[config.mk]
export PLATFORM = sky130hd
export DESIGN_NAME = digit_serial_subtractor
export DESIGN_NICKNAME = d
export VERILOG_FILES = /design/src/rtl/digit_serial_subtractor.sv
export SDC_FILE = /design/constraint.sdc
export NUM_CORES = 1
export LEC_CHECK = 0
export CORE_ASPECT_RATIO = 1.4
export CORE_MARGIN = 2
export CORE_UTILIZATION = 31
export DETAILED_ROUTE_END_ITERATION = 12
export PLACE_DENSITY = 0.49
export SLEW_MARGIN = 20
export SYNTH_ARGS = -nofsm -noshare
export SYNTH_HDL_FRONTEND = slang
export SYNTH_SLANG_ARGS = --single-unit
[constraint.sdc]
create_clock -name clk -period 5 [get_ports clk]
set_clock_uncertainty 0.15 [all_clocks]
set_input_delay 0.5 -clock clk [delete_from_list [all_inputs] [get_ports clk]]
set_output_delay 0.5 -clock clk [all_outputs]
set_load 0.01 [all_outputs]
[src/rtl/digit_serial_subtractor.sv]
// rtl/digit_serial_subtractor.sv - digit-serial unsigned subtractor, diff = a - b - bin
//
// Computes diff = a - b - bin (mod 2^WIDTH) DIGIT bits per clock, least
// significant digit first. One operation is in flight at a time, with a
// valid/ready handshake on both sides. Latency is N = WIDTH/DIGIT edges from
// the accepting edge to out_valid.
//
// Optional feature macro: SUB_OVERFLOW_EN (adds the signed-overflow output ovf).
//
// Ports:
//   clk        rising-edge clock
//   rst_n      asynchronous active-low reset
//   in_valid   operands presented
//   in_ready   block can accept operands (high in IDLE)
//   a, b       minuend / subtrahend, unsigned, WIDTH bits
//   bin        borrow-in
//   out_valid  result held and valid (high in DONE)
//   out_ready  consumer accepts result
//   diff       a - b - bin, mod 2^WIDTH
//   bout       borrow-out, 1 iff a < b + bin
//   ovf        (SUB_OVERFLOW_EN only) signed two's-complement overflow

module digit_serial_subtractor #(
    parameter int WIDTH = 8,
    parameter int DIGIT = 2
) (
    input  logic             clk,
    input  logic             rst_n,
    input  logic             in_valid,
    output logic             in_ready,
    input  logic [WIDTH-1:0] a,
    input  logic [WIDTH-1:0] b,
    input  logic             bin,
    output logic             out_valid,
    input  logic             out_ready,
    output logic [WIDTH-1:0] diff,
    output logic             bout
`ifdef SUB_OVERFLOW_EN
    ,
    output logic             ovf
`endif
);

    localparam int N  = WIDTH / DIGIT;
    localparam int CW = (N > 1) ? $clog2(N) : 1;
    localparam logic [CW-1:0] LAST = CW'(N - 1);

    generate
        if ((WIDTH < 2) || (DIGIT < 1) || ((WIDTH % DIGIT) != 0)) begin : g_bad_params
            $error("digit_serial_subtractor: WIDTH must be >= 2 and a multiple of DIGIT");
        end
    endgenerate

    typedef enum logic [1:0] {
        IDLE = 2'd0,
        RUN  = 2'd1,
        DONE = 2'd2
    } state_t;

    state_t           state;
    logic [CW-1:0]    cnt;
    logic [WIDTH-1:0] a_sh;
    logic [WIDTH-1:0] b_sh;
    logic             brw;
    logic [WIDTH-1:0] diff_r;
    logic             bout_r;

`ifdef SUB_OVERFLOW_EN
    // Operand sign bits are shifted out of a_sh/b_sh during RUN, so they are
    // kept separately for the overflow decision at the DONE transition.
    logic a_msb;
    logic b_msb;
    logic ovf_r;
`endif

    // Ripple-borrow subtract of the low digit of the operand shift registers.
    logic [DIGIT-1:0] dig;
    logic             dig_bout;

    always_comb begin
        logic br;
        dig = '0;
        br  = brw;
        for (int i = 0; i < DIGIT; i++) begin
            dig[i] = a_sh[i] ^ b_sh[i] ^ br;
            br     = (~a_sh[i] & b_sh[i]) | (~a_sh[i] & br) | (b_sh[i] & br);
        end
        dig_bout = br;
    end

    // New digit enters diff from the MSB side; after N shifts the first digit
    // computed sits at the LSB. The concatenation avoids a zero-width slice
    // when DIGIT == WIDTH.
    logic [WIDTH+DIGIT-1:0] diff_cat;
    logic [WIDTH-1:0]       diff_next;

    always_comb begin
        diff_cat  = {dig, diff_r};
        diff_next = diff_cat[WIDTH+DIGIT-1:DIGIT];
    end

    always_ff @(posedge clk or negedge rst_n) begin
        if (!rst_n) begin
            state  <= IDLE;
            cnt    <= '0;
            a_sh   <= '0;
            b_sh   <= '0;
            brw    <= 1'b0;
            diff_r <= '0;
            bout_r <= 1'b0;
`ifdef SUB_OVERFLOW_EN
            a_msb  <= 1'b0;
            b_msb  <= 1'b0;
            ovf_r  <= 1'b0;
`endif
        end else begin
            case (state)
                IDLE: begin
                    if (in_valid) begin
                        a_sh   <= a;
                        b_sh   <= b;
                        brw    <= bin;
                        cnt    <= '0;
                        diff_r <= '0;
                        bout_r <= 1'b0;
`ifdef SUB_OVERFLOW_EN
                        a_msb  <= a[WIDTH-1];
                        b_msb  <= b[WIDTH-1];
                        ovf_r  <= 1'b0;
`endif
                        state  <= RUN;
                    end
                end
                RUN: begin
                    diff_r <= diff_next;
                    a_sh   <= a_sh >> DIGIT;
                    b_sh   <= b_sh >> DIGIT;
                    brw    <= dig_bout;
                    cnt    <= cnt + CW'(1);
                    if (cnt == LAST) begin
                        bout_r <= dig_bout;
`ifdef SUB_OVERFLOW_EN
                        // dig[DIGIT-1] is the final diff MSB on this edge.
                        ovf_r  <= (a_msb != b_msb) && (dig[DIGIT-1] != a_msb);
`endif
                        state  <= DONE;
                    end
                end
                DONE: begin
                    if (out_ready) begin
                        state <= IDLE;
                    end
                end
                default: begin
                    state <= IDLE;
                end
            endcase
        end
    end

    assign in_ready  = (state == IDLE);
    assign out_valid = (state == DONE);
    assign diff      = diff_r;
    assign bout      = bout_r;
`ifdef SUB_OVERFLOW_EN
    assign ovf       = ovf_r;
`endif

endmodule

==> results of run 1 <==
## logic make-up after synthesis
family,Yosys count,share of synthesized area
AOI/OAI and AO/OA,40,0.213
adders and majority gates,3,0.0362
buffers and inverters,16,0.0751
DFF,30,0.518
and+or+nand+nor,46,0.158
## flip-flops by register name (all words and copies together) (netlist names)
name   flops
cnt        2
diff       8
a_sh       8
state      2
brw        1
b_sh       8
bout       1
## worst max path at each step
stage | slack (ps) | end | depth (start not counted) | from
2_1_floorplan | 3270 | diff[7]$_DFFE_PN0P_ | 5 | a_sh[0]$_DFFE_PN0P_
3_3_place_gp | 2700 | brw$_DFFE_PN0P_ | 4 | in_valid
3_5_place_dp | 2640 | brw$_DFFE_PN0P_ | 4 | in_valid
4_1_cts | 2560 | out_valid | 3 | state[1]$_DFFE_PN0P_
5_1_grt | 2480 | out_valid | 3 | state[1]$_DFFE_PN0P_
6_report | 2580 | out_valid | 3 | state[1]$_DFFE_PN0P_
## cells in the mapped netlist, drive strengths merged (2+ instances only)
master	count	share of area
nand2b	2	0.012
o21ai	10	0.035
inv	5	0.013
o22ai	12	0.052
o32ai	5	0.041
buf	11	0.062
fa	2	0.028
nand2	9	0.023
nor3	24	0.083
dfrtp	30	0.52
a22o	8	0.048
nor2	7	0.018
## worst max-delay path, delay by kind of cell (launching register included)
family                 cells  cell delay [ps]
buffers and inverters      2              760
flip-flops                 1              600
AND/OR/NAND/NOR            1              120
## cell type report
type	count	area (um^2)
Fill cell	453	2660
Sequential cell	30	751
Multi-Input combinational cell	89	591
Inverter	5	18.8
Timing Repair Buffer	33	325
Clock buffer	8	110
Tap cell	62	77.6
## metrics by stage
step / utilization / cell area, um^2 / hold slack, ps / total power, W / std cells
6_report: 0.413 / 1870 / 340 / 0.00119 / 227
4_1_cts: 0.413 / 1870 / 341 / 0.00121 / 227
3_5_place_dp: 0.389 / 1760 / 330 / 0.000978 / 219
5_1_grt: 0.413 / 1870 / 377 / 0.00129 / 227
3_3_place_gp: 0.389 / 1760 / 318 / 0.000961 / 219
2_1_floorplan: - / 1450 / 54.4 / 0.000836 / 135
## cells in the final DEF (no fill, tap or decap)
master	synthesis	routed
a22o_1	8	8
a21oi_1	1	1
o21ai_1	6	6
a221oi_2	1	1
o21ai_0	4	4
o31ai_1	1	1
clkbuf_8	0	8
fa_1	2	2
buf_4	4	2
nand2_1	9	9
nand3b_1	1	1
o22ai_1	12	12
o32ai_1	3	3
o311ai_1	1	1
ha_1	1	1
o32ai_2	2	2
nor2_1	7	7
o21bai_4	1	1
inv_2	1	1
inv_1	4	4
nand2b_2	2	2
clkdlybuf4s50_1	0	31
and2b_2	1	1
nor3_1	24	24
or2_4	1	1
nor2b_1	1	1
dfrtp_1	30	30
## where the power goes
| group | internal, W | switching (W) |
|---|---|---|
| Combinational | 0.000249 | 0.000269 |
| Sequential | 0.000354 | 0.0000939 |
| Clock | 0.000139 | 0.0000897 |
| Total | 0.000742 | 0.000452 |
## per-layer routing
metal  global-route usage  vias to the layer above  wire length (um)
li1                     -                      559                 -
met1                0.155                      545              1380
met2                0.215                       32              1590
met3               0.0473                        9               152
met4               0.0754                        0               104
met5                    0                        -                 0
==> results_dict.tcl, run 1 <==
set metrics [dict create \
    cts_setup_buffers 0 \
    drt-total-wl_mm 3.23 \
    wl_per_cell_um 14.2 \
    slew_headroom 0.496 \
    grt_pass1_vias 1120 \
    drive_above_1_share 0.115 \
    initial_utilization 0.320 \
    dr_total_vias 1145 \
    r2r_slack_ps 3190 \
    synth_area_um2 1450 \
    overflow 0 \
    post-route-period-util 0.484 \
    clockBufferDepth 2 \
    cts_root_buffer "clkbuf_8" \
    reg2reg_to "state[1]$_DFFE_PN0P_" \
    cts_sinks 30 \
    antenna_cells 0 \
    grt_usage 0.136 \
    synth_ff_type "dfrtp_1" \
    synthCells 135 \
    grt_pass1_wl_mm 5.22 \
    place_congestion 0.772 \
    hold_viol_final 0 \
    syn_area_per_cell_um2 10.7 \
    final-setup-viol-count 0 \
    run_status "complete, no violations" \
    critPathRequiredTime_ps 4350 \
    worst_slew_pin_slew_ps 755 \
    ys_ff_latch 30 \
    pre_cts_ws_ps 2640 \
    holdPathEnd "cnt[0]$_DFFE_PN0P_" \
    grt_max_degree 37 \
    synth_cell_types 27 \
    post_cts_resized 0 \
    cp_data_arrival_time_ps 1770 \
    r2r-start "state[0]$_DFFE_PN0P_" \
    start_kind "flop" \
    cpMaxStageDelayCell "dfrtp_1" \
    numCtsBuffers 5 \
    setup_slack_ps 2580 \
    hpwl_mm 2.23 \
    crit_fanout 14 \
    drv_cap 0 \
    nets 188 \
    first_pass_iters 4 \
    ys_async_sr_fraction 1.00 \
    critPathMaxStageDelay_ps 600 \
    die_w_um 61.8 \
    core_area_um2 4540 \
    synth-seq-area-share 0.518 \
    ant_nets 0 \
    path_clk_slew_ps 60 \
    cts_tree "built" \
    vdd_drop_max_mv 0.235 \
    cp_cell_sequence "inv_2 -> nor2_1 -> clkdlybuf4s50_1" \
    holdCritPathClass "flop to flop" \
    slew_violations 0 \
    h-tree-depth 2 \
    dieHeight_um 84.9 \
    syn-num-nets 159 \
    drtIter0Drc 23 \
    grt_antenna_before_repair 0 \
    io_pins 32 \
    leakage_nw 0.755 \
    die-area_um2 5250 \
    fmax_ghz 0.414 \
    r2r_cells 4 \
    fin_crit_ps 2420 \
    drc_errors 0 \
    port-buffer-count 31 \
    hold_buffers 0 \
    synth_warnings 0 \
    insertion_delay_ps 280 \
    cp-end-kind "output pin" \
    synth-edff-count 0 \
    fp-row-count 29 \
    holdCritStartpoint "cnt[0]$_DFFE_PN0P_" \
    setup_tns_ps 0 \
    syn2layout_area_growth_pct 29.2 \
    hold_depth 1 \
    critical_path_class "flop to output pin" \
    vias_per_cell 5.04 \
    powerDensity_nw_per_um2 638 \
    rsz0062_at_grt "no" \
]
No activity file was read; power rests on OpenSTA's default activity.
==> run 2, diff against run 1 <==
clock period = 2.4 ns   (was 5 ns; I/O delays follow)
==> run 2 against run 1 <==
Compared with the run above:
- register-to-register slack lost 2600 ps
- setup slack lost 2400 ps
- sequential power grew 110%
- first-iteration DRC count grew to 2.5 times the previous value
- via count grew 0.52%
- count of clock-buffer cells in the layout shrank 3
- non-clock buffer count grew 3
- die area is the same
- combinational power grew 110%
- wire length grew 0.34%
- global-route usage shrank 0.66 points
- critical path depth is the same
- critical endpoint unchanged
- largest cell class unchanged
==> results_dict.tcl, run 2 (synthesized netlist as in run 1, its figures left out) <==
set metrics [dict create \
    run_status "complete, no violations" \
    fin_crit_ps 2190 \
    grt_pass1_wl_mm 5.04 \
    critPathLaunch "state[1]$_DFFE_PN0P_" \
    hpwl_mm 2.32 \
    grt_pass1_vias 1056 \
    hold_viol_final 0 \
    ant_nets 0 \
    worst_slew_pin_slew_ps 440 \
    fp-row-count 29 \
    setup_slack_ps 215 \
    die_w_um 61.8 \
    wl_per_cell_um 14.1 \
    clockBufferDepth 2 \
    cts_setup_buffers 0 \
    path_clk_slew_ps 70 \
    place_congestion 0.751 \
    h-tree-depth 2 \
    grt_max_degree 31 \
    holdCritPathClass "input pin to async pin" \
    crit_fanout 14 \
    first_pass_iters 4 \
    final_common_cell "clkdlybuf4s50_1" \
    start_kind "flop" \
    drv_cap 0 \
    grt_antenna_before_repair 0 \
    cts_sinks 30 \
    route.met2.wl_mm 1.57 \
    dr_total_vias 1151 \
    multi_input_comb_area_um2 591 \
    numCtsBuffers 5 \
    syn2layout_area_growth_pct 30.6 \
    cp-end-kind "output pin" \
    postLayoutCoreUtil 0.418 \
    drive_above_1_share 0.131 \
    rsz0062_at_grt "no" \
    powerDensity_nw_per_um2 1340 \
    vias_per_cell 5.00 \
    vdd_drop_max_mv 0.379 \
    r2r-start "a_sh[0]$_DFFE_PN0P_" \
    final_cell_mix "clkdlybuf4s50_1, dfrtp_1, nor3_1, o22ai_1, nand2_1" \
    setup_tns_ps 0 \
    finalPower_w 0.00254 \
    hold_ws_ps 190 \
    core_area_um2 4540 \
    slew_headroom 0.706 \
    post_cts_resized 0 \
    drc_errors 0 \
    slew_violations 0 \
    leakage_nw 0.769 \
    final-setup-viol-count 0 \
    register_area_um2 751 \
    port-buffer-count 31 \
    fillers 460 \
    fmax_ghz 0.458 \
    cp_data_arrival_time_ps 1800 \
    overflow 0 \
    drt-total-wl_mm 3.24 \
    critPathRequiredTime_ps 2010 \
    insertion_delay_ps 290 \
    cts_tree "built" \
    die-area_um2 5250 \
    initial_utilization 0.320 \
    antenna_cells 0 \
    highest_layer "met4" \
    post-route-period-util 0.911 \
    pre_cts_ws_ps 509 \
    routed-wl-met3_um 160 \
    cts_root_buffer "clkbuf_8" \
    drt-met1-wl_mm 1.44 \
    io_pins 32 \
    drtIter0Drc 58 \
    nets 191 \
    critical_path_class "flop to output pin" \
    hold_buffers 0 \
    dieHeight_um 84.9 \
    grt_usage 0.130 \
]
==> run 2: per-layer routing <==
| metal | up-vias | global-route usage |
|---|---|---|
| met3 | 7 | 0.0351 |
| met5 | - | 0 |
| li1 | 557 | - |
| met2 | 34 | 0.193 |
| met4 | 0 | 0.0580 |
| met1 | 553 | 0.173 |
==> run 2: final cells by class <==
class | count | share of cell area
Sequential cell | 30 | 0.396
Multi-Input combinational cell | 89 | 0.312
Timing Repair Buffer | 36 | 0.184
Tap cell | 62 | 0.0410
Clock buffer | 5 | 0.0363
Clock inverter | 3 | 0.0211
Inverter | 5 | 0.00991
==> run 2: through the flow <==
step / area, um^2 / std cells
floorplan: 1450 / 135
global placement: 1790 / 222
detailed placement: 1790 / 222
CTS: 1890 / 230
global route: 1890 / 230
finish: 1890 / 230
==> run 2: path summary, 6_finish.rpt <==
check                      slack, ps                  end  depth (start not counted)
max                              210            out_valid                          3
min                              190  diff[1]$_DFFE_PN0P_                          2
max reg2reg                      590  diff[7]$_DFFE_PN0P_                          5
min reg2reg                      330   cnt[0]$_DFFE_PN0P_                          1
max in group asynchronous       1600  b_sh[0]$_DFFE_PN0P_                          2
min in group clk                 330   cnt[0]$_DFFE_PN0P_                          1
==> run 2: power by group <==
group | total (W) | switching, W | leakage, nW | internal [W]
registers | 0.000935 | 0.000197 | 0.372 | 0.000738
clock network | 0.000497 | 0.000192 | 0.0579 | 0.000305
logic | 0.00111 | 0.000564 | 0.340 | 0.000548
==> run 2: critical path: stages, from the launching register on <==
cell,delay [ps]
dfrtp_1,620
inv_2,220
nor2_1,130
clkdlybuf4s50_1,540
